==> src/rtl/dac_spi_frame_writer.sv <==
// dac_spi_frame_writer
//   Shifts one complete DAC word out as a single chip-select frame. Frames
//   are separated by a minimum CS_n-high gap. A word strobed in while a
//   frame is in flight is parked in a one-deep pending register. A newer
//   strobe replaces an older parked word, so the DAC always receives the
//   latest value.
//
// Ports
//   i_Clk          system clock
//   i_Rst_L        asynchronous active-low reset
//   i_Data         word to transmit
//   i_DV           single-cycle strobe qualifying i_Data
//   o_Busy         high from frame start until return to IDLE
//   o_Done         one-cycle pulse on the first GAP cycle of each frame
//   o_Overwrite    one-cycle pulse when an unsent pending word is replaced
//   o_Frame_Count  completed frames, wraps 0xFFFF -> 0
//   o_SPI_Clk      SCLK
//   o_SPI_MOSI     serial data
//   o_SPI_CS_n     active-low chip select
//
// state   | meaning
// --------+---------------------------------------------------------------
// S_IDLE  | CS_n high, waiting for i_DV
// S_SETUP | CS_n low, first bit on MOSI, SCLK parked at CPOL
// S_SHIFT | 2*DATA_WIDTH SCLK half-periods; the first edge is on entry
// S_HOLD  | CS_n low after the last edge, MOSI holds the last bit
// S_GAP   | CS_n high; the last cycle launches a pending word or goes idle

module dac_spi_frame_writer #(
  parameter int DATA_WIDTH        = 16,
  parameter int CLKS_PER_HALF_BIT = 2,
  parameter int SPI_MODE          = 0,
  parameter int MSB_FIRST         = 1,
  parameter int CS_SETUP_CLKS     = 2,
  parameter int CS_HOLD_CLKS      = 2,
  parameter int INTER_FRAME_CLKS  = 4
) (
  input  logic                  i_Clk,
  input  logic                  i_Rst_L,
  input  logic [DATA_WIDTH-1:0] i_Data,
  input  logic                  i_DV,
  output logic                  o_Busy,
  output logic                  o_Done,
  output logic                  o_Overwrite,
  output logic [15:0]           o_Frame_Count,
  output logic                  o_SPI_Clk,
  output logic                  o_SPI_MOSI,
  output logic                  o_SPI_CS_n
);

  localparam logic CPOL      = (SPI_MODE == 2) || (SPI_MODE == 3);
  localparam logic CPHA      = (SPI_MODE == 1) || (SPI_MODE == 3);
  localparam int   NUM_EDGES = 2 * DATA_WIDTH;
  localparam int   EDGE_W    = $clog2(NUM_EDGES + 1);
  localparam int   HALF_W    = $clog2(CLKS_PER_HALF_BIT + 1);
  localparam int   TMAX_SH   = (CS_SETUP_CLKS > CS_HOLD_CLKS) ? CS_SETUP_CLKS : CS_HOLD_CLKS;
  localparam int   TMAX      = (TMAX_SH > INTER_FRAME_CLKS) ? TMAX_SH : INTER_FRAME_CLKS;
  localparam int   CNT_W     = $clog2(TMAX + 1);

  generate
    if (DATA_WIDTH < 4 || DATA_WIDTH > 32 || CLKS_PER_HALF_BIT < 1 ||
        SPI_MODE < 0 || SPI_MODE > 3 || MSB_FIRST < 0 || MSB_FIRST > 1 ||
        CS_SETUP_CLKS < 1 || CS_HOLD_CLKS < 1 || INTER_FRAME_CLKS < 1) begin : g_param_check
      $error("dac_spi_frame_writer: parameter out of range");
    end
  endgenerate

  typedef enum logic [2:0] {
    S_IDLE,
    S_SETUP,
    S_SHIFT,
    S_HOLD,
    S_GAP
  } state_t;

  state_t                r_state, w_state_nx;
  logic [CNT_W-1:0]      r_cnt, w_cnt_nx;
  logic [HALF_W-1:0]     r_half, w_half_nx;
  logic [EDGE_W-1:0]     r_edges, w_edges_nx;
  logic [DATA_WIDTH-1:0] r_shift, w_shift_nx;
  logic [DATA_WIDTH-1:0] r_pend, w_pend_nx;
  logic                  r_pend_vld, w_pend_vld_nx;
  logic                  r_busy, w_busy_nx;
  logic                  r_done, w_done_nx;
  logic                  r_ovw, w_ovw_nx;
  logic                  r_sclk, w_sclk_nx;
  logic                  r_mosi, w_mosi_nx;
  logic                  r_cs_n, w_cs_n_nx;
  logic [15:0]           r_frame_count;

  logic [DATA_WIDTH-1:0] w_shift_adv;
  logic [DATA_WIDTH-1:0] w_launch_word;
  logic                  w_data_edge;

  function automatic logic first_bit(input logic [DATA_WIDTH-1:0] d);
    return (MSB_FIRST != 0) ? d[DATA_WIDTH-1] : d[0];
  endfunction

  assign w_shift_adv = (MSB_FIRST != 0) ? {r_shift[DATA_WIDTH-2:0], 1'b0}
                                        : {1'b0, r_shift[DATA_WIDTH-1:1]};

  // r_edges is the index of the edge about to be produced. Edge 0 happens on
  // SHIFT entry, and even-numbered edges are leading edges. CPHA=0 advances
  // data on trailing edges, except after the last bit. CPHA=1 advances data
  // on leading edges after the first, because bit 0 is already on MOSI from
  // CS_n fall.
  assign w_data_edge = CPHA ? (~r_edges[0] && (r_edges != '0))
                            : (r_edges[0] && (r_edges != EDGE_W'(NUM_EDGES - 1)));

  // A strobe on the last GAP cycle takes priority over the parked word.
  assign w_launch_word = i_DV ? i_Data : r_pend;

  always_ff @(posedge i_Clk or negedge i_Rst_L) begin
    if (!i_Rst_L) begin
      r_state       <= S_IDLE;
      r_cnt         <= '0;
      r_half        <= '0;
      r_edges       <= '0;
      r_shift       <= '0;
      r_pend        <= '0;
      r_pend_vld    <= 1'b0;
      r_busy        <= 1'b0;
      r_done        <= 1'b0;
      r_ovw         <= 1'b0;
      r_sclk        <= CPOL;
      r_mosi        <= 1'b0;
      r_cs_n        <= 1'b1;
      r_frame_count <= '0;
    end else begin
      r_state    <= w_state_nx;
      r_cnt      <= w_cnt_nx;
      r_half     <= w_half_nx;
      r_edges    <= w_edges_nx;
      r_shift    <= w_shift_nx;
      r_pend     <= w_pend_nx;
      r_pend_vld <= w_pend_vld_nx;
      r_busy     <= w_busy_nx;
      r_done     <= w_done_nx;
      r_ovw      <= w_ovw_nx;
      r_sclk     <= w_sclk_nx;
      r_mosi     <= w_mosi_nx;
      r_cs_n     <= w_cs_n_nx;
      if (w_done_nx) begin
        r_frame_count <= r_frame_count + 16'd1;
      end
    end
  end

  always_comb begin
    w_state_nx    = r_state;
    w_cnt_nx      = r_cnt;
    w_half_nx     = r_half;
    w_edges_nx    = r_edges;
    w_shift_nx    = r_shift;
    w_pend_nx     = r_pend;
    w_pend_vld_nx = r_pend_vld;
    w_busy_nx     = r_busy;
    w_done_nx     = 1'b0;
    w_ovw_nx      = 1'b0;
    w_sclk_nx     = r_sclk;
    w_mosi_nx     = r_mosi;
    w_cs_n_nx     = r_cs_n;

    // The frame in flight lives in r_shift; strobes outside IDLE only touch
    // the pending register.
    if (i_DV && (r_state != S_IDLE)) begin
      w_pend_nx     = i_Data;
      w_pend_vld_nx = 1'b1;
      w_ovw_nx      = r_pend_vld;
    end

    case (r_state)
      S_IDLE: begin
        if (i_DV) begin
          w_state_nx = S_SETUP;
          w_shift_nx = i_Data;
          w_mosi_nx  = first_bit(i_Data);
          w_cs_n_nx  = 1'b0;
          w_busy_nx  = 1'b1;
          w_sclk_nx  = CPOL;
          w_cnt_nx   = CNT_W'(CS_SETUP_CLKS - 1);
        end
      end
      S_SETUP: begin
        if (r_cnt == '0) begin
          w_state_nx = S_SHIFT;
          w_sclk_nx  = ~CPOL;
          w_edges_nx = EDGE_W'(1);
          w_half_nx  = HALF_W'(CLKS_PER_HALF_BIT - 1);
        end else begin
          w_cnt_nx = r_cnt - CNT_W'(1);
        end
      end
      S_SHIFT: begin
        if (r_half == '0) begin
          if (r_edges == EDGE_W'(NUM_EDGES)) begin
            w_state_nx = S_HOLD;
            w_cnt_nx   = CNT_W'(CS_HOLD_CLKS - 1);
          end else begin
            w_sclk_nx  = ~r_sclk;
            w_edges_nx = r_edges + EDGE_W'(1);
            w_half_nx  = HALF_W'(CLKS_PER_HALF_BIT - 1);
            if (w_data_edge) begin
              w_shift_nx = w_shift_adv;
              w_mosi_nx  = first_bit(w_shift_adv);
            end
          end
        end else begin
          w_half_nx = r_half - HALF_W'(1);
        end
      end
      S_HOLD: begin
        if (r_cnt == '0) begin
          w_state_nx = S_GAP;
          w_cs_n_nx  = 1'b1;
          w_done_nx  = 1'b1;
          w_mosi_nx  = 1'b0;
          w_cnt_nx   = CNT_W'(INTER_FRAME_CLKS - 1);
        end else begin
          w_cnt_nx = r_cnt - CNT_W'(1);
        end
      end
      S_GAP: begin
        if (r_cnt == '0) begin
          if (i_DV || r_pend_vld) begin
            w_state_nx    = S_SETUP;
            w_shift_nx    = w_launch_word;
            w_mosi_nx     = first_bit(w_launch_word);
            w_cs_n_nx     = 1'b0;
            w_cnt_nx      = CNT_W'(CS_SETUP_CLKS - 1);
            w_pend_vld_nx = 1'b0;
            w_ovw_nx      = i_DV && r_pend_vld;
          end else begin
            w_state_nx = S_IDLE;
            w_busy_nx  = 1'b0;
          end
        end else begin
          w_cnt_nx = r_cnt - CNT_W'(1);
        end
      end
      default: begin
        w_state_nx = S_IDLE;
      end
    endcase
  end

  assign o_Busy        = r_busy;
  assign o_Done        = r_done;
  assign o_Overwrite   = r_ovw;
  assign o_Frame_Count = r_frame_count;
  assign o_SPI_Clk     = r_sclk;
  assign o_SPI_MOSI    = r_mosi;
  assign o_SPI_CS_n    = r_cs_n;

endmodule
==> config.mk <==
export PLATFORM = sky130hd
export DESIGN_NAME = dac_spi_frame_writer
export DESIGN_NICKNAME = d
export VERILOG_FILES = /design/src/rtl/dac_spi_frame_writer.sv
export SDC_FILE = /design/constraint.sdc
export NUM_CORES = 1
export LEC_CHECK = 0
export CAP_MARGIN = 30
export CORE_AREA = 2 2 121 99
export DETAILED_ROUTE_END_ITERATION = 6
export DIE_AREA = 0 0 123 101
export PLACE_DENSITY_LB_ADDON = 0.2
export SLEW_MARGIN = 20
export SYNTH_ARGS = -nofsm -noshare
export SYNTH_HDL_FRONTEND = slang
export SYNTH_SLANG_ARGS = --single-unit
==> constraint.sdc <==
create_clock -name i_Clk -period 2.1 [get_ports i_Clk]
set_input_delay 0.42 -clock i_Clk [delete_from_list [all_inputs] [get_ports i_Clk]]
set_output_delay 0.42 -clock i_Clk [all_outputs]
set_load 0.02 [all_outputs]
After elaboration in Yosys (flattened, before gate mapping) --
Cells that the tools add are included.
Cells by class: add/sub/neg operators 4, equal/unequal tests 19, mux-type cells 61, bitwise gates (word level) 1, reductions and logical operators 24
Operators with widths (count):
- $mux 15 | 6
- $pmux 15 s3 | 1
- $mux 3 | 12
- $pmux 3 s5 | 2
- $mux 1 | 27
- $ne 2x2->1 const B | 11
- $mux 6 | 3
- $add 16x1->16 const B | 1
- $mux 16 | 1
- $pmux 6 s2 | 1
- $reduce_and 6->1 | 2
- $reduce_bool 3->1 | 4
- $reduce_and 5->1 | 2
- $reduce_and 4->1 | 2
- $reduce_and 8->1 | 1
- $reduce_and 7->1 | 1
- $add 6x1->6 const B | 1
- $eq 3x2->1 const B | 2
- $eq 6x6->1 const B | 1
- $logic_not 3->1 | 2
- $mux 2 | 3
- $ne 3x3->1 const B | 2
- $ne 6x5->1 const B | 1
- $pmux 1 s3 | 2
- 15 further kinds | 18
Storage, ports and cells: flip-flop bits (word level) 68, bits of input ports 19, output and inout bits 22, word-level logic and storage cells 123

Logic depth before layout (Yosys ltp) --
depth after elaboration 6, depth in mapped cells 8, mapped depth without buffers 7

Worst setup path after synthesis --
OpenSTA, ideal clock, no wires.
kind reg-to-reg, start register r_cnt[0], end register r_frame_count[13] (netlist: o_Frame_Count[13]), setup time 129 ps, arrival 1626 ps, data required time 1971 ps, path slack 344 ps, stages on the path, launching flop included 9, buffers on the path 1, clock period less this slack 1756 ps, path through dfrtp_1 > inv_1 > ha_1 > nand2b_1 > buf_2 > nor4_4 > nor3b_4 > nand3_1 > xnor2_1
On the way: cells in the longest elaborated chain, start to end 3
RTL lines:
- start: declaration | RTL line 77 | logic [CNT_W-1:0] r_cnt, w_cnt_nx;
- start signal: assignment | RTL line 131 | r_cnt <= w_cnt_nx;
- $logic_not 3->1 | RTL line 213 | if (r_cnt == '0) begin
- $mux 1 | RTL line 213
- $mux 1 | RTL line 172 | case (r_state)
- end signal: assignment | RTL line 144 | r_frame_count <= r_frame_count + 16'd1;
- end: declaration | RTL line 89 | logic [15:0] r_frame_count;
Every way passes these cells. A chain may end at the register's enable or synchronous reset.

Worst setup path after layout --
start register r_state[1], end register r_shift[12]
On the way: cells in the longest elaborated chain, start to end 3, elaborated cells on any way between the ends 12, classes of those cells eq/ne (8); mux (1); reduce/logical (3)
RTL lines:
- start: declaration | RTL line 76 | state_t r_state, w_state_nx;
- start signal: assignment | RTL line 130 | r_state <= w_state_nx;
- $eq 3x3->1 (tied with other cells) | RTL line 172
- $ne 2x2->1 (no line) / $reduce_bool 3->1 (equally long branches)
- $reduce_and 7->1 (no line)
- end signal: assignment | RTL line 134 | r_shift <= w_shift_nx;
- end: declaration | RTL line 80 | logic [DATA_WIDTH-1:0] r_shift, w_shift_nx;
Several ways; a longest one is shown, not always the timed one.

==> results.cfg <==
[status]
status = finished, final reports clean

[floorplan]
core_area_sq_um = 11300
design.die.area_sq_um = 12400
fp-row-count = 35
floorplan.io_pins = 41
effective_utilization_at_floorplan_pct = 31.1
die_w_microns = 123
die_height_microns = 101

[final_layout]
final_net_count = 400
area_delta_synth_final_pct = 27.9
number_of_diodes = 0
fraction_of_layout_cells_with_a_size_suffix_above_1_pct = 19.4
postLayoutCoreUtil_pct = 39.8

[yosys]
dominantRegCellSynth = sky130_fd_sc_hd__dfrtp_1
synth_cell_type_count = 57
synth-simple-area-share_pct = 13.0
fraction_of_the_mapped_netlist_area_in_compound_gates_pct = 15.5
asyncSetResetFlopFracSynth_pct = 100
synth_warnings = 0
mux_contribution_to_synthesized_area_pct = 11.2
syn-num-nets = 346
post_synth_instance_area_sq_um = 3520
syn_inst = 322
synth_xor_xnor_area_share_pct = 4.98
largest_family_of_logic_cells_by_synthesized_area = compound AO/OA/AOI/OAI gates
synth.ff_latch_count = 68
synth_adder_area_share_pct = 1.78
synth-seq-area-share_pct = 48.4
synth_enable_flop_cells = 0
synth.avg_cell_area_sq_um = 10.9

[worst_setup_path]
r2r_start = r_state[1]
worst-endpoint-required_ns = 2.35
cp.arrival_ns = 2.15
path_depth_of_the_worst_reg2reg_path = 5
critPathCaptureType = flop
r2r_slack_ns = 0.20
r2r_end = r_shift[12]
worst-path-max-fanout = 14
timing.critical_path.from_type = flop
critPathKind = reg2reg

[sta]
grt_setup_unrepaired = false
skew_ns = 0.00518
timing.slew.headroom_pct = 57.6
period_share_pct = 90.5
setup_viol = 0
finalWorstSetupSlack_ns = 0.199
clock.fmax_mhz = 526
final-max-slew-violation-count = 0
timing_worst_slew_pin_value_ns = 0.636
worst_hold_slack_ns = 0.118
final_hold_viol_count = 0
fin_crit_ns = 1.90
final.setup.tns_ns = 0

[routing]
firstDrtPassIters = 4
routed_wirelength_microns = 7840
routed-via-count = 2582
antenna_left = 0
dr.first_iter.drc_count = 153
routedWlPerCell_microns = 14.8
route.detailed.drc = 0
vias_per_cell = 4.88

[global_routing]
first_pass_grt_wire_length_microns = 13200
gr-usage-all-layers_pct = 13.7
largest_net_degree_at_the_start_of_global_routing = 37
global_route.overflow_total = 0
grt_pass1_vias = 2597
antenna_violations_before_repair = 0

[pwr]
pwr_density_cell_nw_per_um2 = 697
vdd.ir_drop.worst_v = 0.000344
cellLeakagePower_nw = 1.96

[cts]
cts_hold_buffers_added = 0
cts_buffers = 9
insertion_delay_ns = 0.33
cts.reportedPaths.clkPinSlew_ns = 0.06
max-clock-path-buffers = 2
cts_root_buffer = sky130_fd_sc_hd__clkbuf_16
cts.repair.resized = 0
h-tree-depth = 3
post-cts-setup-buffer-count = 0
cts_tree = built
tritoncts_num_sinks = 68

[placed_design]
detailedPlacementHpwl_microns = 5480
finalWeightedCongestion = 0.786
place_ws_ns = -0.0985
port_buffers = 40

[run]
cap_violations = 0

[worst_hold_path]
worstHoldPathType = in2async
## power breakdown
group | switching, mW | internal [mW]
Clock | 0.580 | 1.07
Sequential | 0.0158 | 1.34
Combinational | 0.0579 | 0.0686
## stage by stage
stage / cells / cell area (sq um) / power [mW]
after global placement: 513 / 4170 / 1.51
final: 529 / 4500 / 3.14
after global routing: 529 / 4500 / 3.24
after CTS: 529 / 4500 / 3.18
after floorplan: 322 / 3520 / 1.42
after detailed placement: 513 / 4170 / 1.51
## Yosys cell counts, types with 10 or more instances
| cell | count | area share (%) |
|---|---|---|
| sky130_fd_sc_hd__mux2_2 | 20 | 6.4 |
| sky130_fd_sc_hd__o21ai_0 | 12 | 1.7 |
| sky130_fd_sc_hd__nor2_1 | 13 | 1.4 |
| sky130_fd_sc_hd__xnor2_1 | 14 | 3.5 |
| sky130_fd_sc_hd__inv_1 | 23 | 2.5 |
| sky130_fd_sc_hd__buf_2 | 10 | 1.4 |
| sky130_fd_sc_hd__dfrtp_1 | 67 | 48 |
| sky130_fd_sc_hd__nand3_1 | 14 | 2.0 |
| sky130_fd_sc_hd__mux2i_1 | 17 | 4.8 |
| sky130_fd_sc_hd__nand2_1 | 11 | 1.2 |
| sky130_fd_sc_hd__a22o_1 | 14 | 3.5 |
| sky130_fd_sc_hd__a21oi_1 | 29 | 4.1 |
## cell usage in the layout, fill, tap and decap left out, types with 3 or more instances in the layout
| cell type | n |
|---|---|
| sky130_fd_sc_hd__nand2_1 | 11 |
| sky130_fd_sc_hd__mux2_2 | 20 |
| sky130_fd_sc_hd__a21oi_1 | 29 |
| sky130_fd_sc_hd__o31ai_1 | 3 |
| sky130_fd_sc_hd__o21ai_0 | 12 |
| sky130_fd_sc_hd__nor3_1 | 4 |
| sky130_fd_sc_hd__inv_1 | 23 |
| sky130_fd_sc_hd__a22o_1 | 14 |
| sky130_fd_sc_hd__xnor2_1 | 14 |
| sky130_fd_sc_hd__nor2_2 | 3 |
| sky130_fd_sc_hd__nand2b_1 | 3 |
| sky130_fd_sc_hd__xor2_1 | 6 |
| sky130_fd_sc_hd__mux2i_1 | 17 |
| sky130_fd_sc_hd__nor2_1 | 13 |
| sky130_fd_sc_hd__dfrtp_1 | 67 |
| sky130_fd_sc_hd__clkbuf_16 | 9 |
| sky130_fd_sc_hd__nand4_1 | 3 |
| sky130_fd_sc_hd__ha_1 | 5 |
| sky130_fd_sc_hd__and3_1 | 7 |
| sky130_fd_sc_hd__nand3_1 | 14 |
| sky130_fd_sc_hd__buf_4 | 17 |
| sky130_fd_sc_hd__clkdlybuf4s50_1 | 39 |
## how the worst max path moves through the flow
stage	from	to	slack, ns
floorplan	r_cnt[0]	o_Frame_Count[13]	0.34
global placement	i_DV	r_shift[12]	0.08
detailed placement	i_DV	r_shift[12]	-0.1
CTS	r_state[1]	r_shift[12]	0.1
global route	r_state[1]	r_shift[12]	0.006
finish	r_state[1]	r_shift[12]	0.20
## metal layers
metal	GRT usage [%]	wire length, microns	vias to the layer above
met5	0	0	-
met3	3.90	361	10
met1	20.2	3930	1264
met4	4.46	99	0
li1	-	-	1253
met2	19.3	3450	55
## logic make-up (layout without fill, tap and decap cells)
| family | count (synthesis) | in the layout |
|---|---|---|
| XOR/XNOR | 20 | 20 |
| flip-flops | 68 | 68 |
| buffers and inverters | 39 | 98 |
| adder cells (fa/ha/maj) | 5 | 5 |
| AO/OA/AOI/OAI | 78 | 78 |
| AND/OR/NAND/NOR | 75 | 75 |
| multiplexers | 37 | 37 |
## sequential cells by signal (all words and copies together) (netlist names), 2 cells and up
| signal | cells |
|---|---|
| r_cnt | 3 |
| r_edges | 6 |
| r_state | 3 |
| r_half | 2 |
| r_shift | 15 |
| o_Frame_Count | 16 |
| r_pend | 16 |
## critical path: stages, from the launching register on
cell                       delay (ns)
sky130_fd_sc_hd__dfrtp_1         0.42
sky130_fd_sc_hd__nand2b_1        0.40
sky130_fd_sc_hd__nor2_4          0.11
sky130_fd_sc_hd__nor2_2          0.54
sky130_fd_sc_hd__a21oi_1         0.18
sky130_fd_sc_hd__mux2i_1         0.17
## final cells by class
cell class	count	area, sq um
inverter	23	86.3
fill	1123	6800
timing repair buffer	59	563
tap	148	185
clock buffer	10	239
clock inverter	6	86.3
sequential	68	1700
multi-input combinational	215	1640
Note: power is estimated with default switching activity, not from simulation.
